--- config.mk ---
export PLATFORM = sky130hd
export DESIGN_NAME = rv_arb4
export DESIGN_NICKNAME = d
export VERILOG_FILES = /design/src/rtl/rv_pkg.sv /design/src/rtl/rv_arb_sel.sv /design/src/rtl/rv_arb4.sv
export SDC_FILE = /design/constraint.sdc
export NUM_CORES = 1
export LEC_CHECK = 0
export CAP_MARGIN = 0
export CORE_MARGIN = 2
export CORE_UTILIZATION = 41
export DETAILED_ROUTE_END_ITERATION = 10
export GPL_TIMING_DRIVEN = 0
export PLACE_DENSITY = 0.93
export SYNTH_ARGS = -nofsm -noshare
export SYNTH_HDL_FRONTEND = slang
export SYNTH_HIERARCHICAL = 1
export SYNTH_SLANG_ARGS = --single-unit
--- constraint.sdc ---
create_clock -name clk -period 5.21 [get_ports clk]
set_input_delay 1.042 -clock clk [delete_from_list [all_inputs] [get_ports clk]]
set_output_delay 1.042 -clock clk [all_outputs]
set_load 0.005 [all_outputs]
--- src/rtl/rv_pkg.sv ---
// Shared constants and helpers for the 4-way ready/valid arbiter.
package rv_pkg;

   localparam int num_req    = 4;
   localparam int id_w       = 2;
   localparam int wd_default = 4;

   // Decode a requester index into a one-hot requester mask.
   function automatic logic [num_req-1:0] idx_to_oh(input logic [id_w-1:0] idx);
      logic [num_req-1:0] oh;
      oh = '0;
      oh[idx] = 1'b1;
      return oh;
   endfunction

endpackage

--- src/rtl/rv_arb_sel.sv ---
// Priority select: picks the first valid requester starting at ptr and
// wrapping modulo num_req. A ptr tied to zero gives fixed 0 > 1 > 2 > 3 order.
module rv_arb_sel
   import rv_pkg::*;
(
   input  logic [num_req-1:0] val,
   input  logic [id_w-1:0]    ptr,
   output logic [num_req-1:0] grant_oh,
   output logic [id_w-1:0]    grant_idx,
   output logic               grant_any
);

   logic [id_w-1:0] cand;

   // Walk the requesters in priority order; the first valid one wins.
   always_comb begin
      grant_idx = '0;
      grant_any = 1'b0;
      cand      = '0;
      for (int k = 0; k < num_req; k++) begin
         cand = ptr + id_w'(k);
         if (!grant_any && val[cand]) begin
            grant_any = 1'b1;
            grant_idx = cand;
         end
      end
      grant_oh = grant_any ? idx_to_oh(grant_idx) : '0;
   end

endmodule

--- src/rtl/rv_arb4.sv ---
// Four-requester ready/valid arbiter with a single registered output slot.
// Define RV_ARB_RR_EN for round-robin priority; otherwise requester 0 always
// has the highest priority.
module rv_arb4
   import rv_pkg::*;
#(
   parameter int wd = wd_default
) (
   input  logic                  clk,
   input  logic                  rst,
   input  logic [num_req*wd-1:0] datain,
   input  logic [num_req-1:0]    datain_val,
   output logic [num_req-1:0]    datain_rdy,
   output logic [wd-1:0]         dataout,
   output logic                  dataout_val,
   input  logic                  dataout_rdy,
   output logic [id_w-1:0]       dataout_id
);

   logic [num_req-1:0] grant_oh;
   logic [id_w-1:0]    grant_idx;
   logic               grant_any;
   logic [id_w-1:0]    sel_ptr;
   logic               slot_free;
   logic               accept;
   logic [wd-1:0]      word_sel;

`ifdef RV_ARB_RR_EN
   logic [id_w-1:0] ptr;

   // Pointer moves just past the most recent winner so it gets lowest priority next.
   always_ff @(posedge clk) begin
      if (rst) begin
         ptr <= '0;
      end else if (accept) begin
         ptr <= grant_idx + id_w'(1);
      end
   end

   assign sel_ptr = ptr;
`else
   assign sel_ptr = '0;
`endif

   rv_arb_sel u_sel (
      .val       (datain_val),
      .ptr       (sel_ptr),
      .grant_oh  (grant_oh),
      .grant_idx (grant_idx),
      .grant_any (grant_any)
   );

   // The slot can take a new word when empty or when being drained this cycle.
   assign slot_free  = ~dataout_val | dataout_rdy;
   assign datain_rdy = (rst || !slot_free || !grant_any) ? '0 : grant_oh;
   assign accept     = |datain_rdy;
   assign word_sel   = datain[int'(grant_idx)*wd +: wd];

   // Output slot: load on accept, clear valid on a drain with no refill, else hold.
   always_ff @(posedge clk) begin
      if (rst) begin
         dataout     <= '0;
         dataout_id  <= '0;
         dataout_val <= 1'b0;
      end else if (accept) begin
         dataout     <= word_sel;
         dataout_id  <= grant_idx;
         dataout_val <= 1'b1;
      end else if (dataout_val && dataout_rdy) begin
         dataout_val <= 1'b0;
      end
   end

endmodule

# == After elaboration in Yosys (flattened, before gate mapping) ==
# Index checks and enable logic that the tools add are counted.
# W data, S select, Z words.
# op_classes
n_addsub,0
mul,0
div,0
n_lt_le_gt_ge,2
n_eq_ne,0
shifts,1
mux,13
bitwise_logic,2
reduce_logical,14
# op_table
op,n
$shiftx A16 B5 Y4,1
$mux W1,8
$mux W4,2
$logic_and A1 B1 Y1,5
$logic_not A1 Y1,5
$mux W2,2
$reduce_or A4 Y1,1
$lt A2 B3 Y1 const B,1
$demux W1 S2,1
$ge A2 B1 Y1 const B,1
$logic_or A1 B1 Y1,2
$reduce_bool A2 Y1,1
$not A1 Y1,1
$or A1 B1 Y1,1
# totals
ff_bits,7
latch_bits,0
ram_bits,0
romBits,0
in_bits,23
out_inout_bits,11
elab_cells,35
n_memories,0

# == Longest topological paths before layout ==
# Gate-level depths: netlist (run 1).
# depth
word_depth,18
depth_mapped,8
ltp_nobuf,6

# == By module ==
# The synthesis (run 1) kept the hierarchy.
# by_module_without_submodules
module,instances,cells_each,area_each_um2,seq_area_each_um2
rv_arb4,1,47,447.9,140.1
rv_arb_sel,1,32,182.7,0.0

# == Worst setup path before layout (run 1) ==
# Ideal clock, no wire load.
# synth_path
path_type,input port to output port
startpoint,input port datain_val[1]
endpoint,output port datain_rdy[0]
arrival_ns,1.900
required_time_ns,4.168
setup_slack_ns,2.268
path_stages,6
n_path_buf,2
cell_sequence,buf_2 > nor2_1 > nand2_1 > nor2b_1 > clkbuf_1 > and3_1
# synth_between
elab_cells_between_ends,20
cone_classes,order compare: 2; mux: 10; reduce/logical: 8
# synth_lines
element,line_no,text
from (decl),rv_arb4.sv:12,"input logic [num_req-1:0] datain_val,"
$logic_and A1 B1 Y1 *,rv_arb_sel.sv:22,if (!grant_any && val[cand]) begin
$mux W1 *,rv_arb_sel.sv:22,
$logic_not A1 Y1,rv_arb_sel.sv:22,
$logic_and A1 B1 Y1,rv_arb_sel.sv:22,
$mux W1 *,rv_arb_sel.sv:22,
$logic_not A1 Y1,rv_arb_sel.sv:22,
$logic_and A1 B1 Y1,rv_arb_sel.sv:22,
$mux W1 *,rv_arb_sel.sv:22,
via grant_any,rv_arb4.sv:22,logic grant_any;
$logic_not A1 Y1,rv_arb4.sv:55,assign datain_rdy = (rst || !slot_free || !grant_any) ? '0 : grant_oh;
$logic_or A1 B1 Y1,rv_arb4.sv:55,
$mux W4 *,rv_arb4.sv:55,
to (decl),rv_arb4.sv:13,"output logic [num_req-1:0] datain_rdy,"
# The timed path passes the listed nets; every way through them passes the cells marked *.

# == Final worst setup path (run 1) ==
# layout_path
startpoint,input port datain_val[2]
endpoint,output port datain_rdy[3]
# layout_between
elab_cells_between_ends,16
cone_classes,order compare: 2; mux: 8; reduce/logical: 6
# layout_lines
element,line_no
$logic_and A1 B1 Y1 *,rv_arb_sel.sv:22
$mux W1 *,rv_arb_sel.sv:22
$logic_not A1 Y1,rv_arb_sel.sv:22
$logic_and A1 B1 Y1,rv_arb_sel.sv:22
$mux W1 *,rv_arb_sel.sv:22
via grant_any,rv_arb4.sv:22
$logic_not A1 Y1,rv_arb4.sv:55
$logic_or A1 B1 Y1,rv_arb4.sv:55
$mux W4 *,rv_arb4.sv:55
# Marks and branches as above.

==> impl_results.md, run 1 <==
- End of the worst hold path: dataout[3]$_SDFFE_PP0P_
- Worst Tran Pin Value: 614 ps
- Effective utilization at floorplan: 42.9%
- CTS tree: built
- Leakage: 0.397 nW
- Library cells used by synthesis: 28
- RSZ-0062 raised after global routing: no
- Slew headroom: 58.7%
- Clk network pwr share: 27.6%
- TritonCTS buffer count: 3
- Final period utilization: 78.3%
- WL final: 1810 microns
- # clock sinks: 7
- Flops & latches, synth: 7
- Die X-Extent: 43.2 microns
- Crit path kind: input pin to output port
- Pint: 0.132 mW
- Diode count: 0
- Clock root buffer: clkbuf_4
- Met3 WL: 140 microns
- Setup_tns: 0 ps
- Setup-failing EPs final: 0
- PD cells: 187 mW/mm^2
- RePlAce Congestion: 0.836
- Worst skew pair latency: 260 ps
- Initial drt markers: 28
- DR vias/cell: 5.73
- Seq/Total Area, Yosys: 22.2%
- Max Cap Viol: 0
- PostCTS Resize Cnt: 0
- Largest net degree at the start of global routing: 11
- P_sw: 0.0581 mW
- Maximum vdd drop: 85.6 uV
- Post-synth EDFFs: 0
- Drt first pass iters: 4
- GRT overflow: 0
- Top-area cell type share of the netlist area: 22.2%
- DRT met1 WL: 747 microns
- Dominant cells by area after synthesis: dfxtp_1 22%, mux4_2 14%, a21oi_1 8.7%
- Status: complete, no violations
- Layout Nets: 145
- Htree depth: 1
- Power share of the sequential group: 31.9%
- Die area: 0.00187 sq mm
- R2r startpoint: dataout_val$_SDFFE_PP0P_
- Cell with the most instances after synthesis: a21oi_1
- CP Capture Type: output port
- Worst Skew: 2.57 ps
- Hold_buf cts: 0
- Synth Area per Inst: 7.98 sq um
- Sw Share: 30.6%
- CP arrival: 3040 ps
- Final HPWL DP: 1300 microns
- Syn Std Cell Area: 631 sq um
- FF-to-FF End: dataout_id[1]$_SDFFE_PP0P_
- Via Count: 785
- # IOs: 34
- Beginning of the worst hold path: dataout[3]$_SDFFE_PP0P_
- Critical Path Source: datain_val[2]
- Share of flip-flops with an asynchronous set or reset: 0%
- Minimum clock period after layout: 4080 ps
- All-layer global routing usage: 20.1%
- Vias in the first global route: 707
- Max Buffers Root-to-Sink: 2
- Antenna viol nets, final: 0
- Hold Fails Final Rpt: 0
- Yosys warnings: 6
- Core ar.: 0.00147 sq mm
- Avg WL per Cell: 13.2 microns
- Synth area leader: dfxtp_1
- Num rows: 14
- Met2 wire len: 888 microns
- Final Max Slew Viols: 0
- Logic pwr share: 40.5%
- Setup repair bufs after CTS: 0
- Initial antenna violation count: 0
- Post-synthesis cell count: 79
- Hold depth: 2
- Worst min-delay path class: flop to flop
- Crit path required time: 4170 ps
- Fmax: 245 MHz
- Clock transition at path regs: 60 ps
- Main synth FF type: dfxtp_1
- Die Y: 43.2 microns
- Depth of the most critical reg-to-reg path: 3
- Share of cells above drive strength 1: 13.2%
- Type of element launching the critical path: input pin
- First-pass GRT wire length: 2880 microns
- Commonest cells in the synthesized netlist: 11 x a21oi_1, 7 x dfxtp_1, 6 x nand4_1, 6 x nor2_1, 6 x o31ai_1
- R2R Setup Slk: 4060 ps
- Crit Path Max Fanout: 10
- Total power: 0.190 mW
- Top layer in use: met4
- DR DRC count: 0
- I/O Buffers: 31
- Area delta synth->final: 60.7%
state kept, by name, indices dropped and copies added (netlist names):
signal       flops
dataout_val      1
dataout          4
dataout_id       2
worst max-delay path by stage:
stage                          endpoint  cells after the start  slack [ps]
after global routing      datain_rdy[1]                      7        1000
after floorplan           datain_rdy[0]                      6        2270
after CTS                 datain_rdy[0]                      7        1160
final                     datain_rdy[3]                      7        1130
after detailed placement  datain_rdy[0]                      7        1140
after global placement    datain_rdy[3]                      7        1220
cell type report:
type	instances	area, sq um
inverter	4	15.0
buffer	7	35.0
tap	16	20.0
multi-input combinational	68	467
timing repair buffer	31	310
clock buffer	4	26.3
fill	113	458
sequential	7	140
logic make-up (layout without fill, tap and decap cells):
kind of cell	count (synthesis)	after routing	share of synthesized area, %
and+or+nand+nor	30	30	27.8
muxes	4	4	14.3
other	1	8	0.595
DFF	7	7	22.2
buffers and inverters	11	46	7.94
AOI/OAI and AO/OA	26	26	27.2
placed cells by master, fill, tap and decap left out:
cell | Yosys | final
a21oi_1 | 11 | 11
nor4_2 | 1 | 1
nand4_1 | 6 | 6
clkdlybuf4s50_1 | 0 | 31
inv_1 | 4 | 4
o21ai_1 | 1 | 1
o31ai_1 | 6 | 6
nand2_1 | 2 | 2
nand2b_1 | 4 | 4
mux4_2 | 4 | 4
buf_4 | 1 | 1
a211oi_2 | 1 | 1
a221oi_1 | 1 | 1
a211oi_1 | 1 | 1
dfxtp_1 | 7 | 7
a311oi_1 | 1 | 1
conb_1 | 1 | 8
nor2b_1 | 3 | 3
buf_2 | 4 | 4
nor2_1 | 6 | 6
nor3_1 | 2 | 2
clkbuf_4 | 0 | 3
a21oi_2 | 1 | 1
nand2b_2 | 1 | 1
buf_1 | 1 | 1
clkbuf_1 | 1 | 2
o21ai_0 | 2 | 2
and3_1 | 4 | 4
o211a_1 | 1 | 1
or4_1 | 1 | 1
metal layers:
metal	GRT usage, %	up-vias
met5	0	-
met4	9.70	0
met3	3.83	6
met2	34.3	57
met1	23.8	344
li1	-	378
worst max-delay path, stage by stage:
cell and delay, ps:
clkdlybuf4s50_1 620, nor2_1 80, nand2_1 90, nor2b_1 180, clkbuf_1 320, and3_1 210, clkdlybuf4s50_1 490
through the flow:
step                      cell area, sq um  setup slack, ps  std cells  hold WS (ps)  utilization [%]
after global routing                  1010              999        137           491             68.9
after global placement                 987             1220        133           455             67.1
after detailed placement               987             1140        133           464             67.1
final                                 1010             1130        137           480             68.9
after floorplan                        657             2270         86           465                -
after CTS                             1010             1160        137           471             68.9
power by group through the flow:
stage               Sequential, mW  Clock (mW)  Combinational [mW]
global placement            0.0613           0              0.0733
finish                      0.0606      0.0523              0.0768
global route                0.0611      0.0561              0.0826
floorplan                   0.0618           0              0.0405
CTS                         0.0605      0.0512              0.0753
detailed placement          0.0616           0              0.0745
No activity file was read; power rests on OpenSTA's default activity.
==> inputs of run 2 (changes only) <==
Settings changed: CORE_UTILIZATION 41 to 34, PLACE_DENSITY 0.93 to 0.83.
Clock period 5.21 ns to 3.6 ns, I/O delays scaled along.
==> run 2 against run 1 <==
  * Sequential power increased by 44%
  * Global-route usage fell by 4.5 points
  * Highest routed layer is now met3
  * Sequential cell count is the same
  * Clock-buffer cell count did not move
  * Critical path type unchanged
==> impl_results.md, run 2 (synthesized netlist as in run 1, its figures left out) <==
- CP Capture Type: output port (unchanged)
- Minimum clock period after layout: 3420 ps
- Layout Nets: 145 (unchanged)
- WL final: 1660 microns (was 1810 microns)
- Antenna viol nets, final: 0 (unchanged)
- Worst Tran Pin Value: 584 ps (was 614 ps)
- Dpl cells: 142 (was 133)
- Setup-failing EPs final: 0 (unchanged)
- Status: complete, no violations (unchanged)
- P_sw: 0.0764 mW (was 0.0581 mW)
- Maximum vdd drop: 190 uV (was 85.6 uV)
- Num rows: 15 (was 14)
- Clock root buffer: clkbuf_4 (unchanged)
- R2r startpoint: dataout_val$_SDFFE_PP0P_ (unchanged)
- Die area: 0.00222 sq mm (was 0.00187 sq mm)
- PD cells: 260 mW/mm^2 (was 187 mW/mm^2)
- Via Count: 756 (was 785)
- Commonest non-fill, non-tap cell in the layout: clkdlybuf4s50_1 (unchanged)
- End of the worst hold path: dataout[2]$_SDFFE_PP0P_ (was dataout[3]$_SDFFE_PP0P_)
- I/O Buffers: 31 (unchanged)
- All-layer global routing usage: 15.7% (was 20.1%)
- FF-to-FF End: dataout_id[1]$_SDFFE_PP0P_ (unchanged)
- Total power: 0.267 mW (was 0.190 mW)
- Diode count: 0 (unchanged)
- DR DRC count: 0 (unchanged)
- Share of cells above drive strength 1: 13.2% (unchanged)
- First-pass GRT wire length: 2530 microns (was 2880 microns)
- Max Cap Viol: 0 (unchanged)
- Final period utilization: 95.0%
- Clock transition at path regs: 50 ps (was 60 ps)
- Hold depth: 2 (unchanged)
- Effective utilization at floorplan: 36.5% (was 42.9%)
- Max Buffers Root-to-Sink: 2 (unchanged)
- R2R Setup Slk: 2440 ps (was 4060 ps)
- Setup slack at placement: 185 ps (was 1140 ps)
- Setup repair bufs after CTS: 0 (unchanged)
- FF/Latch Area: 140 sq um (unchanged)
- Drt first pass iters: 4 (unchanged)
- Crit-path cells: clkdlybuf4s50_1 -> nor2_1 -> nand2_1 -> nor2b_1 -> clkbuf_1 -> and3_1 -> clkdlybuf4s50_1 (unchanged)
- Vias in the first global route: 657 (was 707)
- Setup_tns: 0 ps (unchanged)
- # IOs: 34 (unchanged)
- Core ar.: 0.00173 sq mm (was 0.00147 sq mm)
- TritonCTS buffer count: 3 (unchanged)
- RSZ-0062 raised after global routing: no (unchanged)
- Top flop regs: dataout x4, dataout_id x2, dataout_val x1 (unchanged)
- Initial drt markers: 10 (was 28)
- Area delta synth->final: 62.5% (was 60.7%)
- Top cell by count, worst path: clkdlybuf4s50_1 (unchanged)
- Power share of the sequential group: 32.8% (was 31.9%)
- Sw Share: 28.7% (was 30.6%)
- Hold_buf cts: 0 (unchanged)
- Crit path required time: 2880 ps (was 4170 ps)
- Post-route insts no fill: 146 (was 137)
- Slowest stage cell, crit path: clkdlybuf4s50_1 (unchanged)
- DR vias/cell: 5.18 (was 5.73)
- Util after Layout: 59.3% (was 68.9%)
- Avg WL per Cell: 11.4 microns (was 13.2 microns)
- CTS tree: built (unchanged)
- Initial antenna violation count: 0 (unchanged)
- WP buf/inv: 3 (unchanged)
- Multi-input logic area: 467 sq um (unchanged)
- Fmax: 292 MHz
- Slew headroom: 60.7% (was 58.7%)
- Worst min-delay path class: flop to flop (unchanged)
- # fillers: 156 (was 113)
- GRT overflow: 0 (unchanged)
- Die Y: 47.1 microns (was 43.2 microns)
- Worst skew pair latency: 240 ps (was 260 ps)
- Hold Fails Final Rpt: 0 (unchanged)
- Beginning of the worst hold path: dataout[2]$_SDFFE_PP0P_ (was dataout[3]$_SDFFE_PP0P_)
- Final Max Slew Viols: 0 (unchanged)
- Leakage: 0.397 nW (unchanged)
- Type of element launching the critical path: input pin (unchanged)
- Crit path kind: input pin to output port (unchanged)
- Logic pwr share: 41.4% (was 40.5%)
- Final HPWL DP: 1360 microns (was 1300 microns)
- Depth of the most critical reg-to-reg path: 3 (unchanged)
- CP max stage delay: 610 ps (was 620 ps)
- Commonest non-fill, non-tap cells in the layout: 31 x clkdlybuf4s50_1, 11 x a21oi_1, 8 x conb_1, 7 x dfxtp_1 (unchanged)
- Htree depth: 1 (unchanged)
- PnR worst setup slack: 180 ps (was 1130 ps)
- Pint: 0.190 mW (was 0.132 mW)
- Clk network pwr share: 25.8% (was 27.6%)
- Largest net degree at the start of global routing: 11 (unchanged)
- # clock sinks: 7 (unchanged)
- Max reg flops: 4 (unchanged)
- Die X-Extent: 47.1 microns (was 43.2 microns)
- Worst Skew: 0.0938 ps (was 2.57 ps)
- Biggest register: dataout (unchanged)
- Largest delay contributor family on the critical path: buffers and inverters (unchanged)
- CP arrival: 2700 ps (was 3040 ps)
- Crit Path Max Fanout: 10 (unchanged)
- PostCTS Resize Cnt: 0 (unchanged)
- RePlAce Congestion: 0.702 (was 0.836)
==> run 2: cell counts in the layout (fill, tap and decap cells not counted) <==
No cell type changed its count.
==> run 2: power by group through the flow <==
stage	clock (mW)	sequential (mW)	combinational, mW
after detailed placement	0	0.0891	0.109
final	0.0688	0.0875	0.110
after global routing	0.0758	0.0879	0.120
after global placement	0	0.0887	0.107
after CTS	0.0703	0.0875	0.109
after floorplan	0	0.0895	0.0585
==> run 2: stage by stage <==
stage	hold slack, ps	area [sq um]
2_1_floorplan	465	657
5_1_grt	493	1020
3_3_place_gp	459	998
6_report	468	1020
4_1_cts	473	1020
3_5_place_dp	465	998
==> run 2: worst register-to-register path, cell delays in order (launching register included) <==
cell and delay [ps]:
dfxtp_1 340, nor2b_1 430, o31ai_1 150, a21oi_1 160
==> run 2: area by class of cell <==
type	count	area share (%)
multi-input combinational	68	45.5
timing repair buffer	31	30.3
sequential	7	13.7
buffer	7	3.42
tap	25	3.05
clock buffer	4	2.56
inverter	4	1.47
==> run 2: worst max-delay path by stage <==
stage,start,end,slack (ps),depth (start not counted)
after CTS,datain_val[2],datain_rdy[2],180,7
after detailed placement,datain_val[2],datain_rdy[2],180,7
after global placement,datain_val[2],datain_rdy[0],260,7
after floorplan,datain_val[1],datain_rdy[0],1300,6
after global routing,datain_val[3],datain_rdy[2],60,7
final,datain_val[2],datain_rdy[2],180,7
==> run 2: metal layers <==
metal	part of all wire, %	GRT usage (%)	vias up
li1	-	-	378
met1	43	19.5	345
met2	50	28.2	33
met3	6.5	5.00	0
met4	0	0	0
met5	0	0	-
==> RTL change 1: new RTL, flow settings as in run 2 <==
Set the package constant `id_w` to 4 (it was 2).
--- a/src/rtl/rv_pkg.sv
+++ b/src/rtl/rv_pkg.sv
@@ -3,5 +3,5 @@
 
    localparam int num_req    = 4;
-   localparam int id_w       = 2;
+   localparam int id_w       = 4;
    localparam int wd_default = 4;
 
Interface: changed (resized dataout_id); port bits go from 34 to 36. No check against the original RTL was run, so the function may have changed too.
==> RTL change 1 against run 2 <==
- sequential cell count up 2
- wire length increased by 80%
- maximum frequency down 3.2%
- die area up 62%
- non-clock buffer count is 24 higher
- worst hold slack better by 0.0064 ns
- count of clock-buffer cells in the layout is the same
- setup slack got worse by 0.11 ns
- power rose by 71%
- area after synthesis grew 68%
- via count increased by 52%
- clock power increased by 7.7%
- final area grew 72%
- largest cell class unchanged
- largest power group unchanged
- highest routed layer is now met4
==> RTL change 1: results <==
[outcome]
outcome = "complete, no violations"

[logic_synthesis]
synthCells = 104
synth_top_area_frac = 0.170
synthMuxAreaShare = 0.217
ys_seq_area_frac = 0.170
synth-xor-area-share = 0.0165
synth_compound_area_frac = 0.231
synthTopCellsByArea = "dfxtp_1, mux4_2, mux4_1"
ys_types = 50
synth_fa_ha_area_frac = 0.0471

[cells_and_area]
drive_gt1_frac = 0.392
num-nets-final = 209

[power]
vdd_drop_max_mv = 0.161
static-leakage-power_nw = 0.760

[place]
gp_congestion = 0.767
dpl_worst_slack_ns = -0.958
dpl.cell_count = 187
dp_hpwl_um = 2040
placedInstanceArea_sq_um = 1500

[grt]
first_global_vias = 1137

[critical_path]
rr_endpoint = "dataout[2]$_SDFFE_PP0P_"
rrSetupSlack_ns = 2.35
cp_max_fo = 8
crit_arrival_ns = 2.81

[clock_tree]
clkLatencyLatePin_ns = 0.26

[sta]
worst_slew_pin_slew_ns = 0.591
-- RTL change 1: cell types whose count changed after synthesis, sizes merged, moves of 4 or more --
| cell | change |
|---|---|
| a32o | +4 |
| ha | +4 |
| a21oi | -5 |
| inv | +4 |
| mux4 | +4 |
| buf | -4 |
-- RTL change 1: layout make-up --
type	count	area, sq um
tap	33	41.3
sequential	9	180
timing repair buffer	58	498
clock buffer	4	26.3
multi-input combinational	98	945
buffer	4	40.0
fill	260	1240
inverter	8	30.0
-- RTL change 1: power groups by stage --
stage          clock network (mW)  logic [mW]  registers [mW]
2_1_floorplan                   0       0.131           0.111
3_3_place_gp                    0       0.184           0.111
3_5_place_dp                    0       0.190           0.111
4_1_cts                    0.0773       0.238           0.109
5_1_grt                    0.0816       0.292           0.110
6_report                   0.0741       0.272           0.109
-- RTL change 1: how the worst min path moves through the flow --
stage | start | to | slack, ns | depth (start not counted)
3_3_place_gp | dataout_id[1]$_SDFFE_PP0P_ | dataout_id[1]$_SDFFE_PP0P_ | 0.45 | 2
3_5_place_dp | dataout_id[1]$_SDFFE_PP0P_ | dataout_id[1]$_SDFFE_PP0P_ | 0.47 | 2
6_report | dataout_id[1]$_SDFFE_PP0P_ | dataout_id[1]$_SDFFE_PP0P_ | 0.47 | 2
4_1_cts | dataout_id[1]$_SDFFE_PP0P_ | dataout_id[1]$_SDFFE_PP0P_ | 0.48 | 2
2_1_floorplan | dataout_id[0]$_SDFFE_PP0P_ | dataout_id[0]$_SDFFE_PP0P_ | 0.46 | 2
5_1_grt | dataout_id[2]$_SDFFE_PP0P_ | dataout_id[2]$_SDFFE_PP0P_ | 0.49 | 2
-- RTL change 1: routing by layer --
| metal | wire length, um | vias up |
|---|---|---|
| li1 | - | 551 |
| met1 | 1100 | 553 |
| met2 | 1710 | 40 |
| met3 | 146 | 4 |
| met4 | 23 | 0 |
| met5 | 0 | - |
-- RTL change 1: critical path: stages --
cell,delay [ns]
buf_2,0.14
mux4_2,0.47
buf_4,0.15
buf_4,0.14
buf_4,0.14
a21oi_1,0.24
o211ai_4,0.12
o211ai_4,0.13
buf_4,0.16
buf_4,0.10
nor3_4,0.04
and3_1,0.15
clkbuf_2,0.11
-- RTL change 1: what timing repair did --
item,CTS,global route
gates resized for setup,31,11
endpoints found under the setup margin,8,4
pin swaps,12,9
setup buffers,18,6
-- RTL change 1: through the flow --
| step | utilization | total power [mW] | setup TNS, ns |
|---|---|---|---|
| global placement | 0.501 | 0.295 | -4.24 |
| global route | 0.586 | 0.483 | 0 |
| finish | 0.586 | 0.455 | 0 |
| detailed placement | 0.501 | 0.301 | -5.20 |
| floorplan | - | 0.242 | 0 |
| CTS | 0.568 | 0.424 | -0.0790 |
==> RTL change 2: new RTL, config.mk and constraints of run 2 <==
Without the edit above. The option `RV_ARB_RR_EN` is turned on by a define.
--- a/src/rtl/rv_arb4.sv
+++ b/src/rtl/rv_arb4.sv
@@ -2,4 +2,6 @@
 // Define RV_ARB_RR_EN for round-robin priority; otherwise requester 0 always
 // has the highest priority.
+`define RV_ARB_RR_EN
+
 module rv_arb4
    import rv_pkg::*;
Check against the original RTL: not equivalent (Yosys sat finds a counterexample within 4 cycles, from zero or initial values and one cycle with rst high).
==> RTL change 2 against run 2 <==
- setup slack gained 0.053 ns
- final area up 6.5%
- power increased by 46%
- area after synthesis is 13% higher
- wire length grew 9.8%
- sequential cell count is 2 higher
- clock skew about the same
- clock power rose by 11%
- critical endpoint unchanged
- largest power group unchanged
==> RTL change 2: results <==
[critical_path]
crit_end = "datain_rdy[2]"
crit_arrival_ns = 2.65
r2r_start = "ptr[0]$_SDFFE_PP0P_"
cp_max_fo = 10
reg2reg_depth = 7
rr_endpoint = "ptr[1]$_SDFFE_PP0P_"
rrSetupSlack_ns = 1.51
startpoint = "datain_val[2]"

[clock_tree]
cts_root_buf = "clkbuf_4"
ctsHtreeMaxLevel = 1
cts_buffers = 3
clkSlewWorstSetupHoldPaths_ns = 0.06
postCtsSetupRepairBufs = 0
cts-resized-gates = 0
clkLatencyLatePin_ns = 0.26

[routing]
viasPerCell = 5.34
wl_um = 1820
dr_total_vias = 785
initialDrtViolationCount = 18

[grt]
first_global_vias = 750
grt_usage = 0.152
grt_pass1_wl_um = 2990
antenna_found_initial = 0

[place]
portBuffers = 32
dpl_worst_slack_ns = 0.265
dp_hpwl_um = 1470
placedInstanceArea_sq_um = 1060
gp_congestion = 0.818

[sta]
clock_skew_ns = 0.000526
relSlewSlack = 0.605
worst_hold_slack_ns = 0.457
post-route-min-period_ns = 3.37

[power]
vdd_drop_max_mv = 0.214
static-leakage-power_nw = 0.419

[cells_and_area]
fillers = 187
num-nets-final = 144
syn2layout_area_growth_pct = 53.5
drive_gt1_frac = 0.167
reg.largest.list = "dataout (4), dataout_id (2), ptr (2)"

[logic_synthesis]
synth.top_cells.by_count = "dfxtp_1, a21oi_1, nand2_1"
syn_nets = 107
synthTopCellsByArea = "dfxtp_1, mux4_2, nand4_1"
ys_types = 33
async_flop_share = 0
yosys_warnings = 6
ys_seq_area_frac = 0.254
synthCells = 84

[worst_hold_path]
holdPathEnd = "dataout[3]$_SDFFE_PP0P_"
min_from = "dataout[3]$_SDFFE_PP0P_"

[job]
maxCapViolCount = 0

[outcome]
outcome = "complete, no violations"
RTL change 2: changes by cell type after synthesis, moves of 2 or more:
cell,change
o21ai_0,+2
a21oi_1,-5
nand2_1,+4
o21ai_1,+2
o31ai_1,-4
dfxtp_1,+2
RTL change 2: cell families (layout without fill, tap and decap cells):
group,count (synthesis),count (layout),share of synthesized area
AND/OR/NAND/NOR,34,34,0.292
XOR/XNOR,1,1,0.0123
AO/OA/AOI/OAI,25,25,0.236
flip-flops,9,9,0.254
multiplexers,4,4,0.127
buffers and inverters,11,47,0.0792
RTL change 2: final cells by class:
class / count / area share
Inverter: 5 / 0.0172
Multi-Input combinational cell: 64 / 0.435
Timing Repair Buffer: 32 / 0.294
Sequential cell: 9 / 0.165
Tap cell: 27 / 0.0310
Buffer: 6 / 0.0344
Clock buffer: 4 / 0.0241
RTL change 2: power breakdown:
group | internal, mW | switching (mW) | leakage (nW)
Clock | 0.0426 | 0.0339 | 0.0150
Sequential | 0.116 | 0.0114 | 0.0743
Combinational | 0.107 | 0.0781 | 0.330
Total | 0.266 | 0.123 | 0.419
RTL change 2: per-layer routing:
| layer | share of wire | track usage | vias up |
|---|---|---|---|
| met3 | 0.080 | 0.0515 | 4 |
| met4 | 0.0077 | 0.0324 | 0 |
| li1 | - | - | 389 |
| met1 | 0.43 | 0.173 | 359 |
| met2 | 0.49 | 0.271 | 33 |
| met5 | 0 | 0 | - |
RTL change 2: worst max-delay path: stages:
cell and delay, ns:
clkdlybuf4s50_1 0.61, nor2_1 0.09, nand2_1 0.12, nor2b_1 0.19, buf_2 0.23, and3_2 0.19
clkdlybuf4s50_1 0.49
